$ cat config.mk
export PLATFORM = sky130hd
export DESIGN_NAME = instruction_prefetch_queue
export DESIGN_NICKNAME = d
export VERILOG_FILES = /design/src/rtl/instruction_prefetch_queue.sv
export SDC_FILE = /design/constraint.sdc
export NUM_CORES = 1
export LEC_CHECK = 0
export BUFFER_PORTS_ARGS = -buffer_cell sky130_fd_sc_hd__buf_4
export CAP_MARGIN = 40
export CORE_ASPECT_RATIO = 1.1
export CORE_UTILIZATION = 40
export CTS_CLUSTER_SIZE = 28
export DETAILED_ROUTE_END_ITERATION = 10
export PLACE_DENSITY = 0.56
export RECOVER_POWER = 50
export SKIP_LAST_GASP = 1
export SLEW_MARGIN = 30
export SYNTH_ARGS = -nofsm -noshare
export SYNTH_HDL_FRONTEND = slang
export SYNTH_SLANG_ARGS = --single-unit
$ cat constraint.sdc
create_clock -name clk -period 6.6 [get_ports clk]
set_input_delay 0.99 -clock clk [delete_from_list [all_inputs] [get_ports clk]]
set_output_delay 0.99 -clock clk [all_outputs]
set_load 0.05 [all_outputs]
$ cat src/rtl/instruction_prefetch_queue.sv
// Instruction prefetch queue.
// Streams sequential instruction words from memory ahead of the CPU. It keeps
// up to DEPTH words buffered or in flight. The CPU fetches from the head of
// the queue. A fetch to any address other than the next expected word
// restarts the stream at that address. Responses to reads issued before the
// restart are dropped as they arrive.
//
// Ports
//   clk, rst            : clock and synchronous active-high reset
//   cpu_address/read    : CPU fetch request (address bits [1:0] ignored)
//   cpu_waitrequest     : request not accepted this cycle
//   cpu_readdatavalid   : cpu_readdata holds a word, one cycle after a hit
//   cpu_readdata        : fetched instruction word
//   mem_address/read    : word-aligned memory read request
//   mem_waitrequest     : memory stalls the request
//   mem_readdatavalid   : memory response valid (responses arrive in order)
//   mem_readdata        : memory response data
module instruction_prefetch_queue #(
  parameter int DEPTH = 4
) (
  input  logic        clk,
  input  logic        rst,
  input  logic [31:0] cpu_address,
  input  logic        cpu_read,
  output logic        cpu_waitrequest,
  output logic        cpu_readdatavalid,
  output logic [31:0] cpu_readdata,
  output logic [31:0] mem_address,
  output logic        mem_read,
  input  logic        mem_waitrequest,
  input  logic        mem_readdatavalid,
  input  logic [31:0] mem_readdata
);

  localparam int AW = $clog2(DEPTH);
  localparam int CW = AW + 1;
  localparam logic [CW:0] DEPTH_W = (CW + 1)'(DEPTH);

  logic [29:0]   tagMem_q  [DEPTH];
  logic [31:0]   dataMem_q [DEPTH];
  logic [AW-1:0] rdPtr_q, rdPtr_d, wrPtr_q, wrPtr_d;
  logic [CW-1:0] count_q, count_d;
  logic [CW-1:0] outstanding_q, outstanding_d;
  logic [CW-1:0] discard_q, discard_d;
  logic          streamValid_q, streamValid_d;
  logic [29:0]   fetchAddr_q, fetchAddr_d;
  logic [29:0]   fillTag_q, fillTag_d;
  logic          cpuValid_q;
  logic [31:0]   cpuData_q;

  logic          fifoEmpty, hit, pendingHit, miss, accept, push, respStale;
  logic [CW:0]   inFlightSum;
  logic          unusedAddrBits;

  // Words are always aligned, so the low CPU address bits carry no meaning.
  assign unusedAddrBits = ^cpu_address[1:0];

  assign fifoEmpty   = (count_q == '0);
  assign hit         = cpu_read && !fifoEmpty && (tagMem_q[rdPtr_q] == cpu_address[31:2]);
  assign pendingHit  = cpu_read && fifoEmpty && streamValid_q && (fillTag_q == cpu_address[31:2]);
  assign miss        = cpu_read && !hit && !pendingHit;

  // Buffered words plus unanswered reads never exceed DEPTH, so a push
  // always finds a free slot.
  assign inFlightSum = {1'b0, count_q} + {1'b0, outstanding_q};
  assign mem_read    = streamValid_q && (inFlightSum < DEPTH_W);
  assign mem_address = {fetchAddr_q, 2'b00};
  assign accept      = mem_read && !mem_waitrequest;

  // A response that lands in a miss cycle belongs to the abandoned stream.
  assign respStale   = mem_readdatavalid && ((discard_q != '0) || miss);
  assign push        = mem_readdatavalid && (discard_q == '0) && !miss;

  assign cpu_waitrequest   = cpu_read && !hit;
  assign cpu_readdatavalid = cpuValid_q;
  assign cpu_readdata      = cpuData_q;

  // Next-state logic. A miss abandons the stream. Every read still in memory
  // is then owed a drop, which is old discards plus outstanding plus this
  // cycle's acceptance, less the response consumed right now.
  always_comb begin
    rdPtr_d       = rdPtr_q;
    wrPtr_d       = wrPtr_q;
    count_d       = count_q;
    outstanding_d = outstanding_q;
    discard_d     = discard_q;
    streamValid_d = streamValid_q;
    fetchAddr_d   = fetchAddr_q;
    fillTag_d     = fillTag_q;
    if (miss) begin
      rdPtr_d       = '0;
      wrPtr_d       = '0;
      count_d       = '0;
      outstanding_d = '0;
      discard_d     = discard_q + outstanding_q + CW'(accept) - CW'(mem_readdatavalid);
      streamValid_d = 1'b1;
      fetchAddr_d   = cpu_address[31:2];
      fillTag_d     = cpu_address[31:2];
    end else begin
      if (accept) begin
        fetchAddr_d = fetchAddr_q + 30'd1;
      end
      if (respStale) begin
        discard_d = discard_q - CW'(1);
      end
      if (push) begin
        wrPtr_d   = wrPtr_q + 1'b1;
        fillTag_d = fillTag_q + 30'd1;
      end
      if (hit) begin
        rdPtr_d = rdPtr_q + 1'b1;
      end
      outstanding_d = outstanding_q + CW'(accept) - CW'(push);
      count_d       = count_q + CW'(push) - CW'(hit);
    end
  end

  // Control state and the registered CPU response.
  always_ff @(posedge clk) begin
    if (rst) begin
      rdPtr_q       <= '0;
      wrPtr_q       <= '0;
      count_q       <= '0;
      outstanding_q <= '0;
      discard_q     <= '0;
      streamValid_q <= 1'b0;
      fetchAddr_q   <= '0;
      fillTag_q     <= '0;
      cpuValid_q    <= 1'b0;
      cpuData_q     <= '0;
    end else begin
      rdPtr_q       <= rdPtr_d;
      wrPtr_q       <= wrPtr_d;
      count_q       <= count_d;
      outstanding_q <= outstanding_d;
      discard_q     <= discard_d;
      streamValid_q <= streamValid_d;
      fetchAddr_q   <= fetchAddr_d;
      fillTag_q     <= fillTag_d;
      cpuValid_q    <= hit;
      if (hit) begin
        cpuData_q <= dataMem_q[rdPtr_q];
      end
    end
  end

  // Queue storage needs no reset. An empty count already hides stale slots.
  always_ff @(posedge clk) begin
    if (push) begin
      tagMem_q[wrPtr_q]  <= fillTag_q;
      dataMem_q[wrPtr_q] <= mem_readdata;
    end
  end

endmodule

==> flow_metrics.py, run 1 <==
metrics = {
    "setup_path": {
        "start_kind": "flip-flop",
        "worstSetupPathType": "reg2out",
        "r2r_cells": 11,
        "rr_endpoint": "fetchAddr_q[14]$_SDFFE_PP0P_",
        "path_max_fanout": 23,
        "critPathArrivalTime_ns": 4.50,
        "r2r_slack_ns": 1.21,
        "endpoint_kind": "output pin",
        "worstPathRequired_ns": 5.61,
    },
    "placed_design": {
        "dp_hpwl_um": 23150,
        "placement.io_buffers": 131,
        "place_congestion": 0.8348,
        "place_ws_ns": 1.560,
        "placed_cells": 1595,
    },
    "logic_synthesis": {
        "netlist_area_um2": 15050,
        "synth_edf_count": 248,
        "ys_warn_count": 0,
        "ys.flop_type": "edfxtp_1",
        "ys_async_sr_fraction_pct": 0,
        "synth_cell_type_count": 55,
        "ys_ff_latch": 357,
        "synth.avg_cell_area_um2": 14.97,
        "synthCells": 1005,
        "ys_seq_area_share_pct": 63.98,
    },
    "clock_network": {
        "postCtsResizedCells": 0,
        "cts_root_buffer": "clkbuf_16",
        "ctsHoldBuffers": 0,
        "clk-insertion-delay-late_ns": 0.55,
        "clockBufferDepth": 3,
        "post-cts-setup-buffers": 0,
        "numCtsBuffers": 40,
        "cts_tree": "yes",
        "path_clk_slew_ns": 0.06,
        "h-tree-depth": 2,
        "cts.sinks": 357,
    },
    "route": {
        "via_count": 8657,
        "vias_per_cell": 5.190,
        "drt_iter0_drc": 504,
        "firstDrtPassIters": 4,
        "finalWirelength_um": 35070,
        "drt.antenna.violating_nets": 0,
        "wire_per_inst_um": 21.02,
        "drc_errors": 0,
    },
    "timing": {
        "fin_ws_ns": 1.112,
        "tns_ns": 0,
        "fmax_mhz": 182.2,
        "rsz0062_at_grt": "no",
        "min_period_ns": 5.488,
        "finalHoldViolations": 0,
        "maxSlewViolCount": 0,
        "setup_viol": 0,
        "min_period_over_period_pct": 83.16,
        "max_slew_margin_pct": 7.087,
        "worst_slew_pin_slew_ns": 1.394,
        "fin_skew_ns": 0.02152,
    },
    "job": {
        "drv_cap": 0,
    },
    "global_routing": {
        "grt_max_degree": 56,
        "track_usage_pct": 18.56,
        "grt_pass1_vias": 8817,
        "grt_pass1_wl_um": 53560,
        "grt_overflow_total": 0,
        "antenna_found_initial": 0,
    },
    "cells_and_area": {
        "register_area_um2": 9630,
        "layout_common_cells": "edfxtp_1 (248), dfxtp_1 (108), clkbuf_1 (102)",
        "layout.cells.non_filler": 1668,
        "multi_input_area_um2": 5042,
        "antenna_cells": 0,
        "nets": 1232,
        "area_growth_syn_to_layout_pct": 16.57,
        "final_common_cell": "edfxtp_1",
        "fill_cells": 3344,
        "drive_gt1_share_pct": 18.40,
    },
    "min_path": {
        "hold_depth": 2,
        "hold_class": "reg2reg",
        "min_to": "cpu_readdata[8]$_SDFFE_PP0P_",
        "hp-start": "cpu_readdata[8]$_SDFFE_PP0P_",
    },
    "pwr": {
        "powerDensity_nw_per_um2": 302.4,
        "p_leak_nw": 5.662,
        "seq_power_share_pct": 48.7,
        "power_switching_w": 0.001280,
        "p_clk_share_pct": 42.3,
        "sw_frac_of_total_pct": 24.12,
        "combPwrFrac_pct": 9.0,
        "peakVddDrop_mv": 0.2284,
        "intPower_w": 0.004025,
    },
    "floorplan": {
        "die_width_um": 186.9,
        "coreArea_um2": 37130,
        "die_y_um": 205.4,
        "io_pins": 136,
        "initial_core_util_pct": 40.53,
        "die_area_um2": 38400,
        "row_count": 74,
    },
    "status": {
        "status": "complete, no violations",
    },
}
-- worst max-delay path by stage --
stage	start	end	slack (ns)
2_1_floorplan	flip-flop	dataMem_q[0][0]$_DFFE_PP_	1.90
3_3_place_gp	flip-flop	fillTag_q[9]$_SDFFE_PP0P_	1.59
3_5_place_dp	flip-flop	fetchAddr_q[8]$_SDFFE_PP0P_	1.56
4_1_cts	flip-flop	fetchAddr_q[14]$_SDFFE_PP0P_	1.53
5_1_grt	flip-flop	cpu_waitrequest	0.71
6_report	flip-flop	cpu_waitrequest	1.11
-- worst max-delay path, stage by stage, from the launching register on --
cell	delay [ns]
dfxtp_1	1.14
buf_4	0.55
mux2i_1	0.33
nand2_1	0.09
a31o_2	0.25
a31oi_1	0.17
o2111ai_1	0.55
nor3_1	0.50
nor2b_1	0.09
buf_4	0.21
-- metal layers --
layer / routed length (um) / part of all wire (%) / track usage, % / up-vias
li1: - / - / - / 4057
met1: 14940 / 43 / 23.24 / 4350
met2: 17400 / 50 / 31.98 / 193
met3: 1893 / 5.4 / 4.366 / 57
met4: 824 / 2.3 / 5.504 / 0
met5: 0 / 0 / 0 / -
-- sequential cells by signal (all words and copies together), names as in the netlist, named ones only --
signal	flops
streamValid_q	1
wrPtr_q	2
tagMem_q	120
discard_q	3
outstanding_q	3
dataMem_q	128
fillTag_q	30
rdPtr_q	2
fetchAddr_q	30
cpu_readdatavalid	1
cpu_readdata	32
count_q	3
-- cell usage after synthesis, drive strengths merged, types with 23 or more instances --
cell    instances  area share, %
xor2           65            3.8
nand3          23           0.76
edfxtp        248             49
a211oi         61            4.3
nor2           99            2.5
clkbuf         24           0.60
mux4           54            8.1
mux2i          53            3.5
nand2          33           0.82
dfxtp         109             14
xnor2          55            3.2
buf            26            1.2
inv            33           0.82
-- per-stage QoR --
step / hold slack [ns] / cell area, um^2 / total power, W / util [%]
after floorplan: 0.4339 / 15050 / 0.002949 / -
after global placement: 0.4751 / 16550 / 0.003127 / 44.58
after detailed placement: 0.4829 / 16570 / 0.003137 / 44.63
after CTS: 0.4969 / 17920 / 0.005397 / 48.26
after global routing: 0.5114 / 17540 / 0.005506 / 47.25
final: 0.4865 / 17540 / 0.005305 / 47.25
-- power groups by stage --
stage	registers (W)	logic [W]	clock network, W
floorplan	0.00265	0.000298	0
finish	0.00258	0.000477	0.00224
global route	0.00260	0.000526	0.00238
CTS	0.00259	0.000508	0.00230
global placement	0.00263	0.000499	0
detailed placement	0.00263	0.000505	0
-- final cells by class --
| class | count | share of cell area [%] |
|---|---|---|
| flip-flops and latches | 357 | 54.90 |
| well taps | 494 | 3.523 |
| repair buffers | 145 | 4.443 |
| clock inverters | 24 | 1.555 |
| multi-input cells | 566 | 28.74 |
| clock buffers | 49 | 6.134 |
| inverters | 33 | 0.7061 |
-- kinds of logic (layout without fill, tap and decap cells) --
kind of cell | count (synthesis) | in the layout | share of synthesized area (%)
flops | 357 | 357 | 63.98
simple gates | 223 | 223 | 7.001
xor+xnor | 120 | 120 | 6.984
mux | 108 | 108 | 11.68
compound gates | 93 | 93 | 5.845
buf+inv | 83 | 251 | 2.619
fa+ha+maj | 20 | 20 | 1.862
other cells | 1 | 2 | 0.02492
No activity file was read; power rests on OpenSTA's default activity.
==> inputs of run 2 (changes only) <==
Settings changed: PLACE_DENSITY 0.56 to 0.59.
Clock period 6.6 ns to 4.54 ns, I/O delays scaled along.
==> flow_metrics.py, run 2 (synthesized netlist as in run 1, its figures left out) <==
metrics = {
    "floorplan": {
        "die_width_um": 186.9,
        "row_count": 74,
        "coreArea_um2": 37130,
        "die_area_um2": 38400,
        "io_pins": 136,
        "initial_core_util_pct": 40.53,
        "die_y_um": 205.4,
    },
    "timing": {
        "finalHoldViolations": 0,
        "worst_slew_pin_slew_ns": 1.346,
        "maxSlewViolCount": 0,
        "tns_ns": 0,
        "fmax_mhz": 236.7,
        "setup_viol": 0,
        "fin_skew_ns": 0.02615,
        "min_period_over_period_pct": 93.07,
        "hold_slack_ns": 0.3928,
        "min_period_ns": 4.226,
        "fin_ws_ns": 0.3145,
        "max_slew_margin_pct": 10.24,
        "rsz0062_at_grt": "no",
    },
    "global_routing": {
        "grt_pass1_wl_um": 53300,
        "grt_pass1_vias": 8950,
        "track_usage_pct": 18.46,
        "antenna_found_initial": 0,
        "grt_max_degree": 102,
        "grt_overflow_total": 0,
    },
    "clock_network": {
        "clk-insertion-delay-late_ns": 0.54,
        "cts_root_buffer": "clkbuf_16",
        "path_clk_slew_ns": 0.06,
        "cts_tree": "yes",
        "h-tree-depth": 2,
        "clockBufferDepth": 3,
        "post-cts-setup-buffers": 0,
        "cts.sinks": 357,
        "numCtsBuffers": 39,
    },
    "pwr": {
        "p_clk_share_pct": 39.9,
        "powerDensity_nw_per_um2": 422.7,
        "seq_power_share_pct": 50.5,
        "peakVddDrop_mv": 0.3782,
        "p_leak_nw": 5.673,
        "sw_frac_of_total_pct": 24.35,
        "intPower_w": 0.005622,
        "power_switching_w": 0.001809,
        "combPwrFrac_pct": 9.5,
    },
    "setup_path": {
        "worstSetupPathType": "reg2reg",
        "endpoint_kind": "flip-flop",
        "start_kind": "flip-flop",
        "worstPathRequired_ns": 4.94,
        "critPathArrivalTime_ns": 4.62,
        "path_max_fanout": 23,
    },
    "route": {
        "drt_iter0_drc": 470,
        "wire_per_inst_um": 20.71,
        "vias_per_cell": 5.160,
        "dr_wl_met2_um": 17190,
        "finalWirelength_um": 34780,
        "via_count": 8663,
        "drc_errors": 0,
        "drt.antenna.violating_nets": 0,
        "top_layer_used": "met4",
        "firstDrtPassIters": 7,
        "wl_met1_um": 14510,
        "wl_met3_um": 2105,
    },
    "placed_design": {
        "place_congestion": 0.8252,
        "placed_area_um2": 16740,
        "placement.io_buffers": 131,
        "dp_hpwl_um": 23310,
        "place_ws_ns": 0.2255,
    },
    "cells_and_area": {
        "fill_cells": 3296,
        "drive_gt1_share_pct": 18.48,
        "layout_common_cells": "edfxtp_1 (248), dfxtp_1 (108), clkbuf_1 (107)",
        "nets": 1244,
        "regMostFlops": "dataMem_q",
        "area_growth_syn_to_layout_pct": 16.81,
        "fin_area_um2": 17580,
        "final_common_cell": "edfxtp_1",
        "final_core_util_pct": 47.35,
        "largest_reg_flops": 128,
        "antenna_cells": 0,
    },
    "job": {
        "drv_cap": 0,
    },
    "min_path": {
        "hp-start": "mem_readdata[5]",
        "hold_class": "in2reg",
    },
    "status": {
        "status": "complete, no violations",
    },
}
==> run 2: cell count changes in the layout (fill, tap and decap cells not counted), sizes merged <==
cell / previous run / this run
clkbuf: 146 / 149
buf: 48 / 59
bufinv: 4 / 1
clkinvlp: 1 / 0
clkinv: 17 / 18
==> run 2: layout make-up <==
class	instances	area (um^2)	area share [%]
Clock buffer	50	1049	5.964
Clock inverter	21	146.4	0.8327
Inverter	33	123.9	0.7046
Multi-Input combinational cell	566	5042	28.68
Sequential cell	357	9630	54.78
Tap cell	494	618.1	3.516
Timing Repair Buffer	158	969.7	5.516
==> run 2: worst paths after layout <==
check / endpoint / slack (ns) / cells past startpoint
max: count_q[2]$_SDFF_PP0_ / 0.31 / 16
min reg2reg: cpu_readdata[9]$_SDFFE_PP0P_ / 0.49 / 2
max reg2reg: count_q[2]$_SDFF_PP0_ / 0.31 / 16
min: dataMem_q[2][5]$_DFFE_PP_ / 0.39 / 1
==> run 2: power by group through the flow <==
stage               Clock, W  Sequential [W]  Combinational (W)
finish               0.00297         0.00375           0.000710
global placement           0         0.00382           0.000740
detailed placement         0         0.00382           0.000745
global route         0.00317         0.00377           0.000780
CTS                  0.00304         0.00376           0.000749
floorplan                  0         0.00385           0.000434
==> run 2: what timing repair did <==
| item | 4_1_cts | 5_1_grt |
|---|---|---|
| hold buffers | 0 | 0 |
| setup endpoints to repair | 0 | 1 |
| resized for setup | 0 | 1 |
==> run 2: per-stage QoR <==
| step | cells | total power (W) |
|---|---|---|
| after detailed placement | 1607 | 0.004570 |
| after CTS | 1678 | 0.007542 |
| after global placement | 1606 | 0.004557 |
| after floorplan | 1006 | 0.004284 |
| final | 1679 | 0.007431 |
| after global routing | 1679 | 0.007723 |
==> run 2: critical path, stage by stage, from the launching register on <==
cell and delay, ns:
dfxtp_1 0.35, buf_12 0.20, buf_6 0.31, mux4_2 0.56
xnor2_1 0.21, nand4_1 0.26, or4_4 0.54, o21ai_4 0.17
and2_1 0.18, inv_1 0.05, ha_1 0.26, inv_1 0.04
ha_1 0.18, fa_1 0.37, xnor2_1 0.18, xnor2_1 0.14
nor2_1 0.05
==> run 2: metal layers <==
layer | vias up | track usage, %
li1 | 4076 | -
met1 | 4323 | 22.59
met2 | 203 | 31.92
met3 | 61 | 4.759
met4 | 0 | 5.913
met5 | - | 0
